--- src/rtl/mbus_arb_pkg.sv ---
// Shared definitions for the two-master memory bus arbiter.
package mbus_arb_pkg;

    // Sequencer states; the encoding is visible on arb_stat for debug.
    typedef enum logic [1:0] {
        ARB_IDLE = 2'd0,
        ARB_ACC  = 2'd1,
        ARB_ACK  = 2'd2
    } arb_state_e;

    // Master indices.
    localparam logic M_CPU = 1'b0;
    localparam logic M_AUX = 1'b1;

    // Width of the ACC wait counter; covers a timeout of up to 255 cycles.
    localparam int CNT_W = 8;

    // Round-robin choice between two requesters. A lone requester always
    // wins; on a tie the master that was not granted last goes next.
    function automatic logic rr_pick(input logic [1:0] req, input logic last);
        logic g;
        case (req)
            2'b01:   g = M_CPU;
            2'b10:   g = M_AUX;
            default: g = ~last;
        endcase
        return g;
    endfunction

endpackage

--- src/rtl/mbus_arb_if.sv ---
// Bus interfaces: one requester port per master and the shared slave bus.

// Requester side: the master holds req with a stable address, data and
// write flag until it sees ack.
interface mbus_m_if #(
    parameter int WIDTH     = 32,
    parameter int ADDR_SIZE = 32
);
    logic                 req;
    logic [ADDR_SIZE-1:0] aout;
    logic [WIDTH-1:0]     dout;
    logic                 wen;
    logic [WIDTH-1:0]     din;
    logic                 ack;

    // Seen from the requesting master.
    modport master (output req, aout, dout, wen, input din, ack);
    // Seen from the arbiter.
    modport slave  (input req, aout, dout, wen, output din, ack);
endinterface

// Slave bus: address, write data and write enable out, read data and a
// ready strobe back.
interface mbus_s_if #(
    parameter int WIDTH     = 32,
    parameter int ADDR_SIZE = 32
);
    logic [ADDR_SIZE-1:0] aout;
    logic [WIDTH-1:0]     dout;
    logic                 wen;
    logic [WIDTH-1:0]     din;
    logic                 ready;

    // Seen from the arbiter, which drives the bus.
    modport master (output aout, dout, wen, input din, ready);
    // Seen from the memory.
    modport slave  (input aout, dout, wen, output din, ready);
endinterface

--- src/rtl/mbus_arb_rr2.sv ---
// Two-way round-robin picker: combinational grant plus the register that
// remembers which master was granted most recently.
module arb_rr2
    import mbus_arb_pkg::*;
(
    input  logic       clk,
    input  logic       reset,
    input  logic [1:0] req_i,      // current requests
    input  logic       upd_i,      // a grant has completed this cycle
    input  logic       upd_idx_i,  // index of the master just served
    output logic       grant_o     // master to serve next
);

    logic last_q, last_d;

    // Record the completed grant so the other master wins the next tie.
    always_comb begin
        last_d = last_q;
        if (upd_i) last_d = upd_idx_i;
    end

    // Reset to the aux master so the CPU wins the first tie.
    always_ff @(posedge clk) begin
        if (reset) last_q <= M_AUX;
        else       last_q <= last_d;
    end

    assign grant_o = rr_pick(req_i, last_q);

endmodule

--- src/rtl/mbus_arb.sv ---
// Two-master memory bus arbiter and sequencer with wait states and a
// slave timeout. IDLE picks a master, ACC holds its request on the bus
// until ready or timeout, ACK returns a one-cycle acknowledge.
module mbus_arb
    import mbus_arb_pkg::*;
#(
    parameter int WIDTH     = 32,
    parameter int ADDR_SIZE = 32,
    parameter int TMO       = 15    // 0 disables the timeout
) (
    input  logic        clk,
    input  logic        reset,
    mbus_m_if.slave     m0,         // CPU
    mbus_m_if.slave     m1,         // DMA / debug
    mbus_s_if.master    s,
    output logic        err,
    output logic [1:0]  arb_stat
);

    localparam bit             TMO_EN   = (TMO != 0);
    localparam logic [CNT_W-1:0] TMO_LAST = TMO_EN ? CNT_W'(TMO - 1) : '0;

    arb_state_e           state_q, state_d;
    logic                 sel_q, sel_d;
    logic [CNT_W-1:0]     cnt_q, cnt_d;
    logic [WIDTH-1:0]     din0_q, din0_d;
    logic [WIDTH-1:0]     din1_q, din1_d;
    logic                 err_q, err_d;

    logic [1:0]           req;
    logic                 rr_grant;
    logic                 rr_upd;
    logic [ADDR_SIZE-1:0] sel_aout;
    logic [WIDTH-1:0]     sel_dout;
    logic                 sel_wen;

    assign req = {m1.req, m0.req};

    arb_rr2 u_rr (
        .clk       (clk),
        .reset     (reset),
        .req_i     (req),
        .upd_i     (rr_upd),
        .upd_idx_i (sel_q),
        .grant_o   (rr_grant)
    );

    // Only the selected master's request reaches the bus.
    assign sel_aout = (sel_q == M_AUX) ? m1.aout : m0.aout;
    assign sel_dout = (sel_q == M_AUX) ? m1.dout : m0.dout;
    assign sel_wen  = (sel_q == M_AUX) ? m1.wen  : m0.wen;

    // Next-state logic: arbitration, wait counting, read capture, timeout.
    always_comb begin
        state_d = state_q;
        sel_d   = sel_q;
        cnt_d   = cnt_q;
        din0_d  = din0_q;
        din1_d  = din1_q;
        err_d   = 1'b0;
        rr_upd  = 1'b0;
        case (state_q)
            ARB_IDLE: begin
                cnt_d = '0;
                if (|req) begin
                    sel_d   = rr_grant;
                    state_d = ARB_ACC;
                end
            end
            ARB_ACC: begin
                // Saturate so a disabled timeout never wraps the counter.
                if (cnt_q != '1) cnt_d = cnt_q + CNT_W'(1);
                if (s.ready) begin
                    if (!sel_wen) begin
                        if (sel_q == M_AUX) din1_d = s.din;
                        else                din0_d = s.din;
                    end
                    cnt_d   = '0;
                    rr_upd  = 1'b1;
                    state_d = ARB_ACK;
                end else if (TMO_EN && (cnt_q == TMO_LAST)) begin
                    // Abort: ack with err, leave read data untouched.
                    cnt_d   = '0;
                    err_d   = 1'b1;
                    rr_upd  = 1'b1;
                    state_d = ARB_ACK;
                end
            end
            ARB_ACK: begin
                state_d = ARB_IDLE;
            end
            default: begin
                state_d = ARB_IDLE;
            end
        endcase
    end

    // State and data registers; reset drops any transfer in flight.
    always_ff @(posedge clk) begin
        if (reset) begin
            state_q <= ARB_IDLE;
            sel_q   <= M_CPU;
            cnt_q   <= '0;
            din0_q  <= '0;
            din1_q  <= '0;
            err_q   <= 1'b0;
        end else begin
            state_q <= state_d;
            sel_q   <= sel_d;
            cnt_q   <= cnt_d;
            din0_q  <= din0_d;
            din1_q  <= din1_d;
            err_q   <= err_d;
        end
    end

    // Slave bus carries the selected request only during ACC, zero otherwise.
    always_comb begin
        s.aout = '0;
        s.dout = '0;
        s.wen  = 1'b0;
        if (state_q == ARB_ACC) begin
            s.aout = sel_aout;
            s.dout = sel_dout;
            s.wen  = sel_wen;
        end
    end

    assign m0.din   = din0_q;
    assign m1.din   = din1_q;
    assign m0.ack   = (state_q == ARB_ACK) && (sel_q == M_CPU);
    assign m1.ack   = (state_q == ARB_ACK) && (sel_q == M_AUX);
    assign err      = err_q;     // set only during an ACK that followed a timeout
    assign arb_stat = state_q;

endmodule

--- src/flat_wrapper.sv ---
// flat-port wrapper written by rule: the top's interface ports become plain ports
module mbus_arb_flat import mbus_arb_pkg::*;
#(
    parameter int WIDTH     = 32,
    parameter int ADDR_SIZE = 32,
    parameter int TMO       = 15                             
)
  (clk, reset, err, arb_stat, m0_req, m0_aout, m0_dout, m0_wen, m0_din, m0_ack, m1_req, m1_aout, m1_dout, m1_wen, m1_din, m1_ack, s_aout, s_dout, s_wen, s_din, s_ready);
  mbus_m_if #(.WIDTH(WIDTH), .ADDR_SIZE(ADDR_SIZE)) m0_i ();
  mbus_m_if #(.WIDTH(WIDTH), .ADDR_SIZE(ADDR_SIZE)) m1_i ();
  mbus_s_if #(.WIDTH(WIDTH), .ADDR_SIZE(ADDR_SIZE)) s_i ();
  input  logic clk;
  input  logic reset;
  output logic err;
  output logic [1:0] arb_stat;
  input wire logic [$bits(m0_i.req)-1:0] m0_req;
  input wire logic [$bits(m0_i.aout)-1:0] m0_aout;
  input wire logic [$bits(m0_i.dout)-1:0] m0_dout;
  input wire logic [$bits(m0_i.wen)-1:0] m0_wen;
  output wire logic [$bits(m0_i.din)-1:0] m0_din;
  output wire logic [$bits(m0_i.ack)-1:0] m0_ack;
  input wire logic [$bits(m1_i.req)-1:0] m1_req;
  input wire logic [$bits(m1_i.aout)-1:0] m1_aout;
  input wire logic [$bits(m1_i.dout)-1:0] m1_dout;
  input wire logic [$bits(m1_i.wen)-1:0] m1_wen;
  output wire logic [$bits(m1_i.din)-1:0] m1_din;
  output wire logic [$bits(m1_i.ack)-1:0] m1_ack;
  output wire logic [$bits(s_i.aout)-1:0] s_aout;
  output wire logic [$bits(s_i.dout)-1:0] s_dout;
  output wire logic [$bits(s_i.wen)-1:0] s_wen;
  input wire logic [$bits(s_i.din)-1:0] s_din;
  input wire logic [$bits(s_i.ready)-1:0] s_ready;
  assign m0_i.req = m0_req;
  assign m0_i.aout = m0_aout;
  assign m0_i.dout = m0_dout;
  assign m0_i.wen = m0_wen;
  assign m0_din = m0_i.din;
  assign m0_ack = m0_i.ack;
  assign m1_i.req = m1_req;
  assign m1_i.aout = m1_aout;
  assign m1_i.dout = m1_dout;
  assign m1_i.wen = m1_wen;
  assign m1_din = m1_i.din;
  assign m1_ack = m1_i.ack;
  assign s_aout = s_i.aout;
  assign s_dout = s_i.dout;
  assign s_wen = s_i.wen;
  assign s_i.din = s_din;
  assign s_i.ready = s_ready;
  mbus_arb #(.WIDTH(WIDTH), .ADDR_SIZE(ADDR_SIZE), .TMO(TMO)) u_core (.clk(clk), .reset(reset), .m0(m0_i), .m1(m1_i), .s(s_i), .err(err), .arb_stat(arb_stat));
endmodule
--- config.mk ---
export PLATFORM = sky130hd
export DESIGN_NAME = mbus_arb_flat
export DESIGN_NICKNAME = d
export VERILOG_FILES = /design/src/rtl/mbus_arb_pkg.sv /design/src/rtl/mbus_arb_if.sv /design/src/rtl/mbus_arb_rr2.sv /design/src/rtl/mbus_arb.sv /design/src/flat_wrapper.sv
export SDC_FILE = /design/constraint.sdc
export NUM_CORES = 1
export LEC_CHECK = 0
export ABC_AREA = 0
export CAP_MARGIN = 20
export CORE_AREA = 2 2 116 118
export DETAILED_ROUTE_END_ITERATION = 10
export DIE_AREA = 0 0 118 120
export GPL_ROUTABILITY_DRIVEN = 0
export GPL_TIMING_DRIVEN = 0
export PLACE_DENSITY_LB_ADDON = 0.15
export SLEW_MARGIN = 10
export SYNTH_ARGS = -nofsm -noshare
export SYNTH_HDL_FRONTEND = slang
export SYNTH_SLANG_ARGS = --single-unit
--- constraint.sdc ---
create_clock -name clk -period 3.7 [get_ports clk]
set_input_delay 0.925 -clock clk [delete_from_list [all_inputs] [get_ports clk]]
set_output_delay 0.925 -clock clk [all_outputs]
set_load 0.1 [all_outputs]
==> results of run 1 <==
cell families after synthesis:
group / Yosys count / share of synthesized area
fa+ha+maj: 4 / 0.0128
flops: 77 / 0.393
simple gates: 229 / 0.240
buf+inv: 46 / 0.0641
mux: 66 / 0.168
xor+xnor: 1 / 0.00223
compound gates: 83 / 0.120
stage by stage:
step	std cells	util	setup TNS, ns	total power [W]	setup WS [ns]
after global placement	981	0.559	-1.97	0.00202	-0.162
after CTS	997	0.585	-0.0354	0.00310	-0.0354
after floorplan	506	-	-1.10	0.00164	-0.552
after global routing	997	0.573	0	0.00317	0.00597
final	997	0.573	0	0.00308	0.0461
after detailed placement	981	0.559	-4.69	0.00203	-0.168
how the worst min path moves through the flow:
stage	from	end	slack, ns	cells after the start
floorplan	u_core.u_rr.last_q	u_core.u_rr.last_q	0.44	1
global placement	u_core.m1.din[27]	u_core.m1.din[27]	0.44	2
detailed placement	u_core.m0.din[21]	u_core.m0.din[21]	0.45	2
CTS	u_core.m0.din[21]	u_core.m0.din[21]	0.46	2
global route	u_core.m1.din[17]	u_core.m1.din[17]	0.47	2
finish	u_core.m1.din[23]	u_core.m1.din[23]	0.45	2
flip-flops by register name (all words and copies together), names as in the netlist:
| name | count |
|---|---|
| u_core.m0.din | 32 |
| u_core.m1.din | 32 |
| u_core.sel_q | 1 |
| u_core.arb_stat | 2 |
| u_core.cnt_q | 8 |
| u_core.err | 1 |
| u_core.u_rr.last_q | 1 |
cells in the mapped netlist, types with 2 or more instances:
library cell	count
buf_6	8
nand3_1	3
and3_1	3
mux2i_1	66
inv_1	6
a21oi_1	65
a211o_1	3
nor2_1	71
a211oi_1	3
dfxtp_1	77
buf_1	3
nor4_1	2
clkbuf_1	13
or4_1	2
a31oi_1	2
a21o_1	3
o2bb2ai_1	2
nor4_2	2
nor3_1	4
nand2_1	133
ha_1	4
buf_2	15
power by group through the flow:
stage          Combinational, W  Sequential (W)  Clock (W)
5_1_grt                 0.00116        0.000858    0.00116
3_5_place_dp            0.00116        0.000875          0
4_1_cts                 0.00113        0.000857    0.00112
3_3_place_gp            0.00115        0.000874          0
6_report                0.00111        0.000857    0.00111
2_1_floorplan          0.000667        0.000974          0
layer usage:
layer | wire (um) | part of all wire | GRT usage
met5 | 0 | 0 | 0
met4 | 334 | 0.019 | 0.0806
met1 | 6730 | 0.39 | 0.275
met3 | 1570 | 0.091 | 0.0708
met2 | 8630 | 0.50 | 0.407
cell type report:
class	instances	area, um2
inverters	7	26.3
repair buffers	299	2780
flip-flops and latches	77	1540
multi-input cells	383	2260
fillers	1214	5540
well taps	176	220
plain buffers	39	231
clock inverters	5	129
clock buffers	11	253
worst max-delay path, stage by stage:
cell	delay [ns]
clkdlybuf4s50_1	0.48
mux2i_1	0.08
nor2_1	0.10
clkdlybuf4s50_1	1.14
==> metrics.txt, run 1 <==
status finished, final reports clean; via count 4717; antenna violations before repair 0; Syn-to-layout area delta 89.6%; post-synth top area cell dfxtp_1; crit-path max FO 1; Antenna Cells 0; syn_area_per_cell 7.75 um2; row count 42; CP Launch Point m1_aout[3]; initial core utilization 0.302; largest net degree at the start of global routing 14; Core Box Area 13000 um2; Clock Sinks 77; combinational share of power 0.362; Post-synth top flop dfxtp_1; Port Buffers 299; CTS tree built; sequential power share 0.278; Synthesis Warnings 0; clock-pin slew on the worst setup and hold paths 0.06 ns; clock buffer depth 2; Final Cell Area 7440 um2; residual DRC count 0; worst hold slack 0.455 ns; die area 14200 um2; Worst Path Required 2.77 ns; Die H 120 um; Synth Instances 506; ys async rst share 0; Net Sw Power 0.00113 W; Slew @ Worst Pin 1.04 ns; Tcrit/Tclk final 0.988; proportion of netlist area held by the largest area contributor 0.393; max-slew violation count 0; # nets final 987; crit path to s_aout[3]; reg-to-reg endpoint u_core.m0.din[26]; Pint 0.00195 W; Hold Fails Final Rpt 0; Post-DP Area 7260 um2; CP Launch Type input port; sequential fraction of the synthesis area 0.393; RSZ-0062 raised after global routing false; switching share of power 0.368; Post-CTS Hold Fix Bufs 0; commonest non-fill, non-tap cells in the layout 241 x clkdlybuf4s50_1, 133 x nand2_1, 77 x dfxtp_1; die width 118 um; Overall Global Routing Usage 0.234; Worst-Skew Late Latency 0.34 ns; clock share of power 0.360; share of cells above drive strength 1 0.177; H-tree depth reported by CTS 3; synthesized area 3920 um2; P_leak 2.84 nW; skew final 0.00556 ns; drt pass-1 iters 4; reg-to-reg slack, setup 1.82 ns; vias per cell 4.73; Top Ports 301; most common cell after layout, fill and taps aside clkdlybuf4s50_1; synth top area cells dfxtp_1 39%, mux2i_1 17%, nand2_1 13%; Critical R2R Launch u_core.arb_stat[1]; Post-DRT Antenna Nets 0; Slew headroom 0.301; Post-synth EDFFs 0; WL final 17.3 mm; crit path kind in -> out; Post-CTS Setup Bufs 0; Setup Viol. Count Final 0; library cells used by synthesis 38; GRT overflow 0; global-route wire length before repair 25.3 mm; VDD IR max 0.247 mV; Fmax achieved 0.274 GHz; starting DRC count in detailed routing 210; min Tclk post-route 3.65 ns; TritonCTS Buffers 9; worst reg2reg path depth 6; pwr dens 414 nW/um2; cts repair resizes 65; DR WL/cell 17.3 um; syn nets 677; WP data arrival 2.73 ns; max_cap viols 0; dpl hpwl 14.5 mm; Seq cells post-synth 77; CTS root buf clkbuf_16; vias in the first global route 4550; Crit. End Element output port; HP Class reg -> reg
Power figures use the tool's default switching activity.
==> inputs of run 2 (changes only) <==
--- a/config.mk
+++ b/config.mk
@@ -6,7 +6,7 @@
 export NUM_CORES = 1
 export LEC_CHECK = 0
 export ABC_AREA = 0
-export CAP_MARGIN = 20
+export CAP_MARGIN = 10
 export CORE_AREA = 2 2 116 118
 export DETAILED_ROUTE_END_ITERATION = 10
 export DIE_AREA = 0 0 118 120
==> results of run 2 <==
No change in the layout: final DEF, timing and power equal those of run 1.
